### src/rtl/multicycle_ctrl_fsm_pkg.sv
// Shared types and encodings for the multicycle RV64I control FSM.
// States, ALU op codes, opcode/funct fields and datapath mux select values.
package multicycle_ctrl_fsm_pkg;

  typedef enum logic [3:0] {
    StReset  = 4'd0,
    StFetch  = 4'd1,
    StDecode = 4'd2,
    StExecR  = 4'd3,
    StExecI  = 4'd4,
    StAddr   = 4'd5,
    StMemRd  = 4'd6,
    StMemWr  = 4'd7,
    StWbAlu  = 4'd8,
    StWbMem  = 4'd9,
    StBranch = 4'd10,
    StLui    = 4'd11,
    StJal    = 4'd12,
    StTrap   = 4'd13
  } state_t;

  localparam logic [2:0] AluPassB = 3'd0;
  localparam logic [2:0] AluAdd   = 3'd1;
  localparam logic [2:0] AluSub   = 3'd2;
  localparam logic [2:0] AluAnd   = 3'd3;
  localparam logic [2:0] AluOr    = 3'd4;

  localparam logic [6:0] OpRType  = 7'b0110011;
  localparam logic [6:0] OpIType  = 7'b0010011;
  localparam logic [6:0] OpLoad   = 7'b0000011;
  localparam logic [6:0] OpStore  = 7'b0100011;
  localparam logic [6:0] OpBranch = 7'b1100011;
  localparam logic [6:0] OpLui    = 7'b0110111;
  localparam logic [6:0] OpJal    = 7'b1101111;

  localparam logic [2:0] F3AddSub = 3'b000;
  localparam logic [2:0] F3And    = 3'b111;
  localparam logic [2:0] F3Or     = 3'b110;
  localparam logic [2:0] F3Beq    = 3'b000;
  localparam logic [2:0] F3Bne    = 3'b001;
  localparam logic [6:0] F7Base   = 7'b0000000;
  localparam logic [6:0] F7Sub    = 7'b0100000;

  localparam logic [1:0] SrcAPc    = 2'd0;
  localparam logic [1:0] SrcARegA  = 2'd1;
  localparam logic [1:0] SrcAOldPc = 2'd2;
  localparam logic [1:0] SrcBRegB  = 2'd0;
  localparam logic [1:0] SrcBFour  = 2'd1;
  localparam logic [1:0] SrcBImm   = 2'd2;
  localparam logic [1:0] WbAluOut  = 2'd0;
  localparam logic [1:0] WbMdr     = 2'd1;
  localparam logic [1:0] WbImm     = 2'd2;

  // States that wait on mem_ready and are covered by the timeout counter.
  function automatic logic isMemState(state_t s);
    return (s == StFetch) || (s == StMemRd) || (s == StMemWr);
  endfunction

endpackage

### src/rtl/multicycle_ctrl_fsm_if.sv
// Control-to-datapath bundle for the multicycle control FSM.
// The trap output exists only when CTRL_TRAP_EN is defined.
interface multicycle_ctrl_fsm_if #(
  parameter int unsigned ALU_OP_W = 3
);
  logic [31:0]         instr;
  logic                alu_zero;
  logic                mem_ready;
  logic                pc_write;
  logic                ir_load;
  logic                mem_read;
  logic                mem_write;
  logic                reg_a_load;
  logic                reg_b_load;
  logic                alu_out_load;
  logic                mdr_load;
  logic                reg_write;
  logic [ALU_OP_W-1:0] alu_op;
  logic [1:0]          alu_src_a;
  logic [1:0]          alu_src_b;
  logic                pc_src;
  logic [1:0]          wb_sel;
  logic                mem_tmo;
  logic [3:0]          state_o;
`ifdef CTRL_TRAP_EN
  logic                trap;
`endif

  modport master (
    input  instr, alu_zero, mem_ready,
    output pc_write, ir_load, mem_read, mem_write, reg_a_load, reg_b_load, alu_out_load,
    output mdr_load, reg_write, alu_op, alu_src_a, alu_src_b, pc_src, wb_sel, mem_tmo,
    output state_o
`ifdef CTRL_TRAP_EN
    , output trap
`endif
  );

  modport slave (
    output instr, alu_zero, mem_ready,
    input  pc_write, ir_load, mem_read, mem_write, reg_a_load, reg_b_load, alu_out_load,
    input  mdr_load, reg_write, alu_op, alu_src_a, alu_src_b, pc_src, wb_sel, mem_tmo,
    input  state_o
`ifdef CTRL_TRAP_EN
    , input trap
`endif
  );
endinterface

### src/rtl/multicycle_ctrl_fsm.sv
// Multicycle RV64I-subset control FSM with memory-ready timeout.
// Define CTRL_TRAP_EN to add a sticky trap state for illegal opcodes and timeouts.
module multicycle_ctrl_fsm
  import multicycle_ctrl_fsm_pkg::*;
#(
  parameter int unsigned ALU_OP_W    = 3,
  parameter int unsigned MEM_TIMEOUT = 16,
  parameter int unsigned TMO_W       = $clog2(MEM_TIMEOUT + 1)
) (
  input logic                   clk,
  input logic                   rst,
  multicycle_ctrl_fsm_if.master bus
);

  localparam logic [TMO_W-1:0] TmoLimit = TMO_W'(MEM_TIMEOUT);

`ifdef CTRL_TRAP_EN
  localparam state_t FaultState = StTrap;
`else
  localparam state_t FaultState = StFetch;
`endif

  state_t           stateQ, stateD;
  logic [TMO_W-1:0] waitCntQ, waitCntD;
  logic             memWait, timeout;

  logic [6:0] opcode, funct7;
  logic [2:0] funct3;
  logic       unusedInstr;

  logic       pcWrite, irLoad, memRead, memWrite, regALoad, regBLoad;
  logic       aluOutLoad, mdrLoad, regWrite, pcSrc, memTmo;
  logic [2:0] aluOp;
  logic [1:0] aluSrcA, aluSrcB, wbSel;

  assign opcode      = bus.instr[6:0];
  assign funct3      = bus.instr[14:12];
  assign funct7      = bus.instr[31:25];
  assign unusedInstr = ^{bus.instr[24:15], bus.instr[11:7]};

  assign memWait = isMemState(stateQ) && !bus.mem_ready;
  // A ready on the limit cycle still completes normally.
  assign timeout = memWait && (waitCntQ == TmoLimit);

  always_ff @(posedge clk) begin
    if (rst) begin
      stateQ   <= StReset;
      waitCntQ <= '0;
    end else begin
      stateQ   <= stateD;
      waitCntQ <= waitCntD;
    end
  end

  // Staying in a memory state means still waiting; any exit or timeout clears the count.
  always_comb begin
    waitCntD = '0;
    if (memWait && !timeout) begin
      waitCntD = waitCntQ + TMO_W'(1);
    end
  end

  always_comb begin
    stateD     = stateQ;
    pcWrite    = 1'b0;
    irLoad     = 1'b0;
    memRead    = 1'b0;
    memWrite   = 1'b0;
    regALoad   = 1'b0;
    regBLoad   = 1'b0;
    aluOutLoad = 1'b0;
    mdrLoad    = 1'b0;
    regWrite   = 1'b0;
    aluOp      = AluPassB;
    aluSrcA    = SrcAPc;
    aluSrcB    = SrcBRegB;
    pcSrc      = 1'b0;
    wbSel      = WbAluOut;
    memTmo     = 1'b0;

    case (stateQ)
      StReset: stateD = StFetch;

      StFetch: begin
        memRead = 1'b1;
        aluSrcA = SrcAPc;
        aluSrcB = SrcBFour;
        aluOp   = AluAdd;
        if (bus.mem_ready) begin
          irLoad  = 1'b1;
          pcWrite = 1'b1;
          stateD  = StDecode;
        end else if (timeout) begin
          memTmo = 1'b1;
          stateD = FaultState;
        end
      end

      StDecode: begin
        regALoad   = 1'b1;
        regBLoad   = 1'b1;
        aluSrcA    = SrcAOldPc;
        aluSrcB    = SrcBImm;
        aluOp      = AluAdd;
        aluOutLoad = 1'b1;
        case (opcode)
          OpRType:         stateD = StExecR;
          OpIType:         stateD = StExecI;
          OpLoad, OpStore: stateD = StAddr;
          OpBranch:        stateD = StBranch;
          OpLui:           stateD = StLui;
          OpJal:           stateD = StJal;
          default:         stateD = FaultState;
        endcase
      end

      StExecR: begin
        aluSrcA    = SrcARegA;
        aluSrcB    = SrcBRegB;
        aluOutLoad = 1'b1;
        aluOp      = AluAdd;
        if (funct3 == F3And) begin
          aluOp = AluAnd;
        end else if (funct3 == F3Or) begin
          aluOp = AluOr;
        end else if (funct3 == F3AddSub && funct7 == F7Sub) begin
          aluOp = AluSub;
        end else if (funct3 == F3AddSub && funct7 == F7Base) begin
          aluOp = AluAdd;
        end
        stateD = StWbAlu;
      end

      StExecI: begin
        aluSrcA    = SrcARegA;
        aluSrcB    = SrcBImm;
        aluOutLoad = 1'b1;
        aluOp      = (funct3 == F3And) ? AluAnd : (funct3 == F3Or) ? AluOr : AluAdd;
        stateD     = StWbAlu;
      end

      StAddr: begin
        aluSrcA    = SrcARegA;
        aluSrcB    = SrcBImm;
        aluOp      = AluAdd;
        aluOutLoad = 1'b1;
        stateD     = (opcode == OpStore) ? StMemWr : StMemRd;
      end

      StMemRd: begin
        memRead = 1'b1;
        mdrLoad = bus.mem_ready;
        if (bus.mem_ready) begin
          stateD = StWbMem;
        end else if (timeout) begin
          memTmo = 1'b1;
          stateD = FaultState;
        end
      end

      StMemWr: begin
        memWrite = 1'b1;
        if (bus.mem_ready) begin
          stateD = StFetch;
        end else if (timeout) begin
          memTmo = 1'b1;
          stateD = FaultState;
        end
      end

      StWbAlu: begin
        regWrite = 1'b1;
        wbSel    = WbAluOut;
        stateD   = StFetch;
      end

      StWbMem: begin
        regWrite = 1'b1;
        wbSel    = WbMdr;
        stateD   = StFetch;
      end

      StBranch: begin
        aluSrcA = SrcARegA;
        aluSrcB = SrcBRegB;
        aluOp   = AluSub;
        pcSrc   = 1'b1;
        pcWrite = ((funct3 == F3Beq) && bus.alu_zero) || ((funct3 == F3Bne) && !bus.alu_zero);
        stateD  = StFetch;
      end

      StLui: begin
        regWrite = 1'b1;
        wbSel    = WbImm;
        stateD   = StFetch;
      end

      StJal: begin
        pcWrite = 1'b1;
        pcSrc   = 1'b1;
        stateD  = StFetch;
      end

`ifdef CTRL_TRAP_EN
      StTrap: stateD = StTrap;
`endif

      default: stateD = StReset;
    endcase
  end

  assign bus.pc_write     = pcWrite;
  assign bus.ir_load      = irLoad;
  assign bus.mem_read     = memRead;
  assign bus.mem_write    = memWrite;
  assign bus.reg_a_load   = regALoad;
  assign bus.reg_b_load   = regBLoad;
  assign bus.alu_out_load = aluOutLoad;
  assign bus.mdr_load     = mdrLoad;
  assign bus.reg_write    = regWrite;
  assign bus.alu_op       = ALU_OP_W'(aluOp);
  assign bus.alu_src_a    = aluSrcA;
  assign bus.alu_src_b    = aluSrcB;
  assign bus.pc_src       = pcSrc;
  assign bus.wb_sel       = wbSel;
  assign bus.mem_tmo      = memTmo;
  assign bus.state_o      = stateQ;
`ifdef CTRL_TRAP_EN
  assign bus.trap         = (stateQ == StTrap);
`endif

endmodule

### src/flat_wrapper.sv
// flat-port wrapper written by rule: the top's interface ports become plain ports
module multicycle_ctrl_fsm_flat import multicycle_ctrl_fsm_pkg::*;
#(
  parameter int unsigned ALU_OP_W    = 3,
  parameter int unsigned MEM_TIMEOUT = 16,
  parameter int unsigned TMO_W       = $clog2(MEM_TIMEOUT + 1)
)
  (clk, rst, bus_instr, bus_alu_zero, bus_mem_ready, bus_pc_write, bus_ir_load, bus_mem_read, bus_mem_write, bus_reg_a_load, bus_reg_b_load, bus_alu_out_load, bus_mdr_load, bus_reg_write, bus_alu_op, bus_alu_src_a, bus_alu_src_b, bus_pc_src, bus_wb_sel, bus_mem_tmo, bus_state_o);
  multicycle_ctrl_fsm_if #(.ALU_OP_W(ALU_OP_W)) bus_i ();
  input logic clk;
  input logic rst;
  input wire logic [$bits(bus_i.instr)-1:0] bus_instr;
  input wire logic [$bits(bus_i.alu_zero)-1:0] bus_alu_zero;
  input wire logic [$bits(bus_i.mem_ready)-1:0] bus_mem_ready;
  output wire logic [$bits(bus_i.pc_write)-1:0] bus_pc_write;
  output wire logic [$bits(bus_i.ir_load)-1:0] bus_ir_load;
  output wire logic [$bits(bus_i.mem_read)-1:0] bus_mem_read;
  output wire logic [$bits(bus_i.mem_write)-1:0] bus_mem_write;
  output wire logic [$bits(bus_i.reg_a_load)-1:0] bus_reg_a_load;
  output wire logic [$bits(bus_i.reg_b_load)-1:0] bus_reg_b_load;
  output wire logic [$bits(bus_i.alu_out_load)-1:0] bus_alu_out_load;
  output wire logic [$bits(bus_i.mdr_load)-1:0] bus_mdr_load;
  output wire logic [$bits(bus_i.reg_write)-1:0] bus_reg_write;
  output wire logic [$bits(bus_i.alu_op)-1:0] bus_alu_op;
  output wire logic [$bits(bus_i.alu_src_a)-1:0] bus_alu_src_a;
  output wire logic [$bits(bus_i.alu_src_b)-1:0] bus_alu_src_b;
  output wire logic [$bits(bus_i.pc_src)-1:0] bus_pc_src;
  output wire logic [$bits(bus_i.wb_sel)-1:0] bus_wb_sel;
  output wire logic [$bits(bus_i.mem_tmo)-1:0] bus_mem_tmo;
  output wire logic [$bits(bus_i.state_o)-1:0] bus_state_o;
  assign bus_i.instr = bus_instr;
  assign bus_i.alu_zero = bus_alu_zero;
  assign bus_i.mem_ready = bus_mem_ready;
  assign bus_pc_write = bus_i.pc_write;
  assign bus_ir_load = bus_i.ir_load;
  assign bus_mem_read = bus_i.mem_read;
  assign bus_mem_write = bus_i.mem_write;
  assign bus_reg_a_load = bus_i.reg_a_load;
  assign bus_reg_b_load = bus_i.reg_b_load;
  assign bus_alu_out_load = bus_i.alu_out_load;
  assign bus_mdr_load = bus_i.mdr_load;
  assign bus_reg_write = bus_i.reg_write;
  assign bus_alu_op = bus_i.alu_op;
  assign bus_alu_src_a = bus_i.alu_src_a;
  assign bus_alu_src_b = bus_i.alu_src_b;
  assign bus_pc_src = bus_i.pc_src;
  assign bus_wb_sel = bus_i.wb_sel;
  assign bus_mem_tmo = bus_i.mem_tmo;
  assign bus_state_o = bus_i.state_o;
  multicycle_ctrl_fsm #(.ALU_OP_W(ALU_OP_W), .MEM_TIMEOUT(MEM_TIMEOUT), .TMO_W(TMO_W)) u_core (.clk(clk), .rst(rst), .bus(bus_i));
endmodule
### config.mk
export PLATFORM = sky130hd
export DESIGN_NAME = multicycle_ctrl_fsm_flat
export DESIGN_NICKNAME = d
export VERILOG_FILES = /design/src/rtl/multicycle_ctrl_fsm_pkg.sv /design/src/rtl/multicycle_ctrl_fsm_if.sv /design/src/rtl/multicycle_ctrl_fsm.sv /design/src/flat_wrapper.sv
export SDC_FILE = /design/constraint.sdc
export NUM_CORES = 1
export LEC_CHECK = 0
export CAP_MARGIN = 5
export CORE_ASPECT_RATIO = 0.9
export CORE_MARGIN = 2
export CORE_UTILIZATION = 32
export DETAILED_ROUTE_END_ITERATION = 7
export HOLD_SLACK_MARGIN = 0.06
export PLACE_DENSITY_LB_ADDON = 0.1
export SYNTH_ARGS = -nofsm -noshare
export SYNTH_HDL_FRONTEND = slang
export SYNTH_SLANG_ARGS = --single-unit
### constraint.sdc
create_clock -name clk -period 1.6 [get_ports clk]
set_input_delay 0.16 -clock clk [delete_from_list [all_inputs] [get_ports clk]]
set_output_delay 0.16 -clock clk [all_outputs]
set_load 0.05 [all_outputs]
== Yosys cells after proc, flatten, opt, wreduce, memory -nomap -nowiden ==
Cells that the tools add are included.
Operators by class
  reductions and logical operators: 26
  divide/modulo/power cells: 0
  shift-type cells: 0
  $lt $le $gt $ge: 0
  eq/ne operators: 24
  bitwise gates (word level): 1
  multiplexer cells: 29
  $add $sub $neg: 1
  multiply operators: 0
Operators by type and width (number)
  equality test 7 x 6 -> 1 bit, second input constant: 4
  case mux 4 bit (7 select lines): 1
  case mux 4 bit (6 select lines): 1
  equality test 4 bit, second input constant: 5
  equality test 4 x 3 -> 1 bit, second input constant: 4
  two-way mux 4 bit: 4
  equality test 7 bit, second input constant: 2
  two-way mux 1 bit: 13
  two-way mux 3 bit: 4
  case mux 2 bit (2 select lines): 3
  case mux 3 bit (4 select lines): 1
  OR reduction 3 bit: 4
  OR reduction 2 bit: 5
  equality test 4 x 2 -> 1 bit, second input constant: 2
  OR reduction 4 bit: 2
  equality test 7 x 2 -> 1 bit, second input constant: 1
  equality test 7 x 5 -> 1 bit, second input constant: 1
  equality test 3 bit, second input constant: 2
  logical AND 1 bit: 6
  OR reduction 6 bit: 1
  adder 5 x 1 -> 5 bit, second input constant: 1
  equality test 5 bit, second input constant: 1
  equality test 4 x 1 -> 1 bit, second input constant: 1
  zero test 4 bit: 1
  other kinds (7): 11
Word-level totals
  output and inout bits: 24
  logic and storage cells: 83
  input bits: 36
  latch bits: 0
  ROM bits: 0
  bits in writable memories: 0
  register bits after elaboration: 9
  memories kept: 0

== Longest topological paths before layout ==
  depth in word-level cells: 9
  gate-level depth with buffers: 6
  depth with buffers taken out: 6

== Worst setup path after synthesis ==
Ideal clock, no wire load.
  path type: register to register
  from: register u_core.stateQ[2] (netlist: u_core.bus.state_o[2])
  to: register u_core.stateQ[1] (netlist: u_core.bus.state_o[1])
  data required time: 1.542 ns
  arrival: 3.268 ns
  path buffers: 1
  clock period less this slack: 3.326 ns
  setup time: 0.058 ns
  slack: -1.726 ns
  cell stages (with the launch flop): 6
  path through: dfxtp_1 -> buf_2 -> nor4b_1 -> nand4_1 -> nor3_1 -> o21a_1
On the way
  longest elaborated chain between the ends: 8
  elaborated cells on any way between the ends: 24
  those cells by class: 12 x eq/ne; 5 x mux; 7 x reduce/logical
RTL lines
  start: declaration: line multicycle_ctrl_fsm.sv:23  | state_t stateQ, stateD;
  start signal: assignment: line multicycle_ctrl_fsm.sv:47  | stateQ <= StReset;
  start signal: assignment: line multicycle_ctrl_fsm.sv:50  | stateQ <= stateD;
  equality test 4 x 1 -> 1 bit / equality test 4 x 3 -> 1 bit (equally long branches): line multicycle_ctrl_fsm_pkg.sv:56, multicycle_ctrl_fsm.sv:81
  logical OR 1 bit (2 in series): line multicycle_ctrl_fsm_pkg.sv:56  | return (s == StFetch) || (s == StMemRd) || (s == StMemWr);
  logical AND 1 bit: line multicycle_ctrl_fsm.sv:41  | assign memWait = isMemState(stateQ) && !bus.mem_ready;
  logical AND 1 bit: line multicycle_ctrl_fsm.sv:43  | assign timeout = memWait && (waitCntQ == TmoLimit);
  two-way mux 4 bit
  two-way mux 4 bit (on tied branches)
  case mux 4 bit (7 select lines) (*): line multicycle_ctrl_fsm.sv:81  | case (stateQ)
Every way passes the cells marked *; elsewhere a longest branch is shown, timed or not.
A chain may end at the register's enable or synchronous reset.

== Worst setup path in the final report ==
  from: register u_core.stateQ[1] (netlist: u_core.bus.state_o[1])
  to: output bus_alu_op[1]
On the way
  longest elaborated chain between the ends: 3
  elaborated cells on any way between the ends: 8
  those cells by class: 6 x eq/ne; 1 x mux; 1 x reduce/logical
RTL lines
  equality test 4 x 3 -> 1 bit (tied with other cells): line multicycle_ctrl_fsm.sv:81
  OR reduction 3 bit (no source line)
  case mux 3 bit (4 select lines) (*): line multicycle_ctrl_fsm.sv:81
  end: declaration: line flat_wrapper.sv:24  | output wire logic [$bits(bus_i.alu_op)-1:0] bus_alu_op;
Marked as above.

==> summary.md <==
| Metric | Value |
|---|---|
| Cell Area, Placed | roughly 0.0018 mm² |
| Final setup TNS | -1.184 ns |
| Port Buffers | 44 |
| Final Wtd Congestion | 0.7251 |
| Ant. Diodes | 0 |
| Setup WS post-layout | -0.1405 ns |
| Detailed-route wire length per cell | 15.46 µm |
| Layout cells sized above 1 | 0.5243 |
| Row count | 18 |
| Cell Pwr Density | 395.7 mW/mm² |
| Num Clock Sinks | 9 |
| Mapped cell area | 917.1 µm² |
| Clock Latency Late Sink | approximately 0.25 ns |
| Most common cell in the netlist | nor2_1 |
| Register area | between 150 and 200 µm² |
| Yosys top cell by area | dfxtp_1 |
| VDD IR max | 536.7 µV |
| Number of global-route vias before repair | 1158 |
| Critical-path cell list | buf_12 -> clkinvlp_4 -> nand2_4 -> nor3_1 -> a211o_2 -> buf_12 |
| Area Growth Syn to Fin | 141.3% |
| CTS tree | built |
| Number of flops mapped to enable cells by yosys | 0 |
| Drc violations | 0 |
| Async SR Flop Fraction | 0 |
| Worst path most repeated cell | buf_12 |
| Max_cap viols | 0 |
| Switching share of power | 0.3549 |
| GRT Overall Usage | 0.2054 |
| Critical path's slowest cell | dfxtp_4 |
| Clock transition at path regs | 0.06 ns |
| Int Power | 0.5649 mW |
| Hold crit path type | reg -> reg |
| Filler cells | 169 |
| Vias | 1295 |
| Syn Inst Count | 135 |
| Failing checks | negative setup slack |
| Clock power share | 0.194 |
| Hold Buf Count CTS | 0 |
| Clk root buf | clkbuf_4 |
| Syn Nets | 173 |
| Initial core utilization | 0.3338 |
| Top Layer Used | met4 |
| CTS Buf Count | 3 |
| Ys flop type | dfxtp_1 |
| Die H | 54.79 µm |
| Multi-input logic area | about 940 µm² |
| Synth warn | 0 |
| Met1 WL | 1622 µm |
| Status | finished with violations |
| DR iter-0 viols | 30 |
| RSZ-0062 raised after global routing | yes |
| Final WL | 3802 µm |
| Post-DRT Antenna Nets | 0 |
| Fin. max-slew vios | 0 |
| Final min period | 1.741 ns |
| Max incr delay on CP | 0.36 ns |
| Top-area cell type share of the netlist area | 0.1965 |
| Largest net degree at the start of global routing | 16 |
| Vias/cell | 5.264 |
| Top post-synthesis cells by area | dfxtp_1 20%, nor2_1 7.8%, a21oi_1 4.9% |
| Die span in x | 60.43 µm |
| Mean post-synth cell area | roughly 6.8 µm² |
| Final HPWL DP | 2368 µm |
| Sequential area share after synthesis | 0.1965 |
| P_sw | 0.3108 mW |
| Fin crit share | 1.088 |
| Final hold vios | 0 |
| Post-route cell area | 0.002213 mm² |
| DIE AREA | around 0.0033 mm² |
| CP startpoint kind | flip-flop |
| Endpoint type of the worst setup path | output pin |
| DRT Pass-1 Iters | 4 |
| Fmax | 574.5 MHz |
| Data required time of the worst path | 1.44 ns |
| Combinational power share | 0.541 |
| Post-synth cell types | 44 |
| Global route total overflow | 0 |
| H-tree depth | 1 |
| Setup Viol. Count Final | 17 |
| Max_slew headroom | 0.7722 |
| Core box area | around 0.0027 mm² |
| Most frequent cells after synthesis | 19 x nor2_1, 10 x nand2_1, 9 x a21oi_1, 9 x dfxtp_1 |
| Slew @ Worst Pin | 0.3385 ns |
| Clk_skew | 0.004392 ns |
| Met3 wire length | 136 µm |
| Net count, final | 245 |
| Highest fanout seen on the critical path | 13 |
| Seq cells post-synth | 9 |
| CP Data Arrival Time | 1.58 ns |
| Leak | 0.8204 nW |
| Critical path class | reg -> out |
| Seq pwr share | 0.265 |
| Ports | 60 |
| Initial antenna violation count | 0 |
| First-pass GRT wire length | between 5000 and 6000 µm |
| Met2 WL | 2007 µm |
| Clock tree buffer depth | 2 |
==> state kept, by name, summed over array words and instances (netlist names) <==
signal / flops
u_core.bus.state_o: 4
u_core.waitCntQ: 5
==> final cells by class <==
cell class / instances / area share
inverters: 7 / 0.01357
multi-input cells: 111 / 0.4251
repair buffers: 75 / 0.4381
well taps: 40 / 0.02261
clock buffers: 4 / 0.01187
flip-flops and latches: 9 / 0.08875
==> placed cells by master (no fill, tap or decap), types with 4 or more instances in the layout <==
master	instances
buf_6	6
nor2_4	7
nand2_1	8
dfxtp_1	4
buf_4	23
a21oi_1	6
nor2b_1	4
nor2_1	7
nor3_1	4
inv_1	6
clkdlybuf4s50_1	17
nand3_1	7
dfxtp_4	4
buf_12	25
nor2_2	5
==> metal layers <==
metal | track usage | vias to the layer above
met5 | 0 | -
met4 | 0.03261 | 0
met3 | 0.01418 | 4
met2 | 0.3732 | 42
met1 | 0.2721 | 618
li1 | - | 631
==> path summary, 6_finish.rpt <==
kind	start	to	slack (ns)	cells after the start
worst min-delay path	u_core.waitCntQ[0]	u_core.waitCntQ[0]	0.43	1
worst max register to register	u_core.bus.state_o[1]	u_core.waitCntQ[2]	-0.02	4
worst max-delay path	u_core.bus.state_o[1]	bus_alu_op[1]	-0.14	6
worst min register to register	u_core.waitCntQ[0]	u_core.waitCntQ[0]	0.43	1
==> stage by stage <==
stage	utilization	instances	hold slack (ns)	worst slack, ns	power, mW
after global routing	0.8056	246	0.4544	-0.2221	0.9172
after floorplan	-	135	0.3258	-0.2241	0.4359
after detailed placement	0.6730	226	0.4694	-0.2074	0.6301
final	0.8056	246	0.4336	-0.1405	0.8757
after global placement	0.6730	226	0.4459	-0.1451	0.6243
after CTS	0.7413	237	0.4780	-0.1441	0.8451
==> power groups by stage <==
| stage | Clock [mW] | Combinational, mW | Sequential, mW |
|---|---|---|---|
| CTS | 0.176 | 0.437 | 0.232 |
| detailed placement | 0 | 0.392 | 0.238 |
| floorplan | 0 | 0.183 | 0.253 |
| global placement | 0 | 0.386 | 0.238 |
| global route | 0.191 | 0.493 | 0.233 |
| finish | 0.170 | 0.474 | 0.232 |
==> critical path: cells and delay by family (launching register included) <==
| kind | cells | cell delay (ns) |
|---|---|---|
| buffers and inverters | 3 | 0.47 |
| AOI/OAI and AO/OA | 1 | 0.33 |
| DFF | 1 | 0.36 |
| and+or+nand+nor | 2 | 0.17 |
==> repair_timing <==
item,4_1_cts,5_1_grt
pin swaps,8,9
endpoints found under the setup margin,18,27
buffers inserted,7,8
resized for setup,29,23
cloned,0,1
==> logic make-up after synthesis <==
kind of cell | count (synthesis) | synth area share
and+or+nand+nor | 76 | 0.4611
AOI/OAI and AO/OA | 29 | 0.2101
adders and majority gates | 2 | 0.02728
xor gates and xnor gates | 4 | 0.03821
buffers and inverters | 15 | 0.06685
DFF | 9 | 0.1964
(Power assumes the default switching activity.)
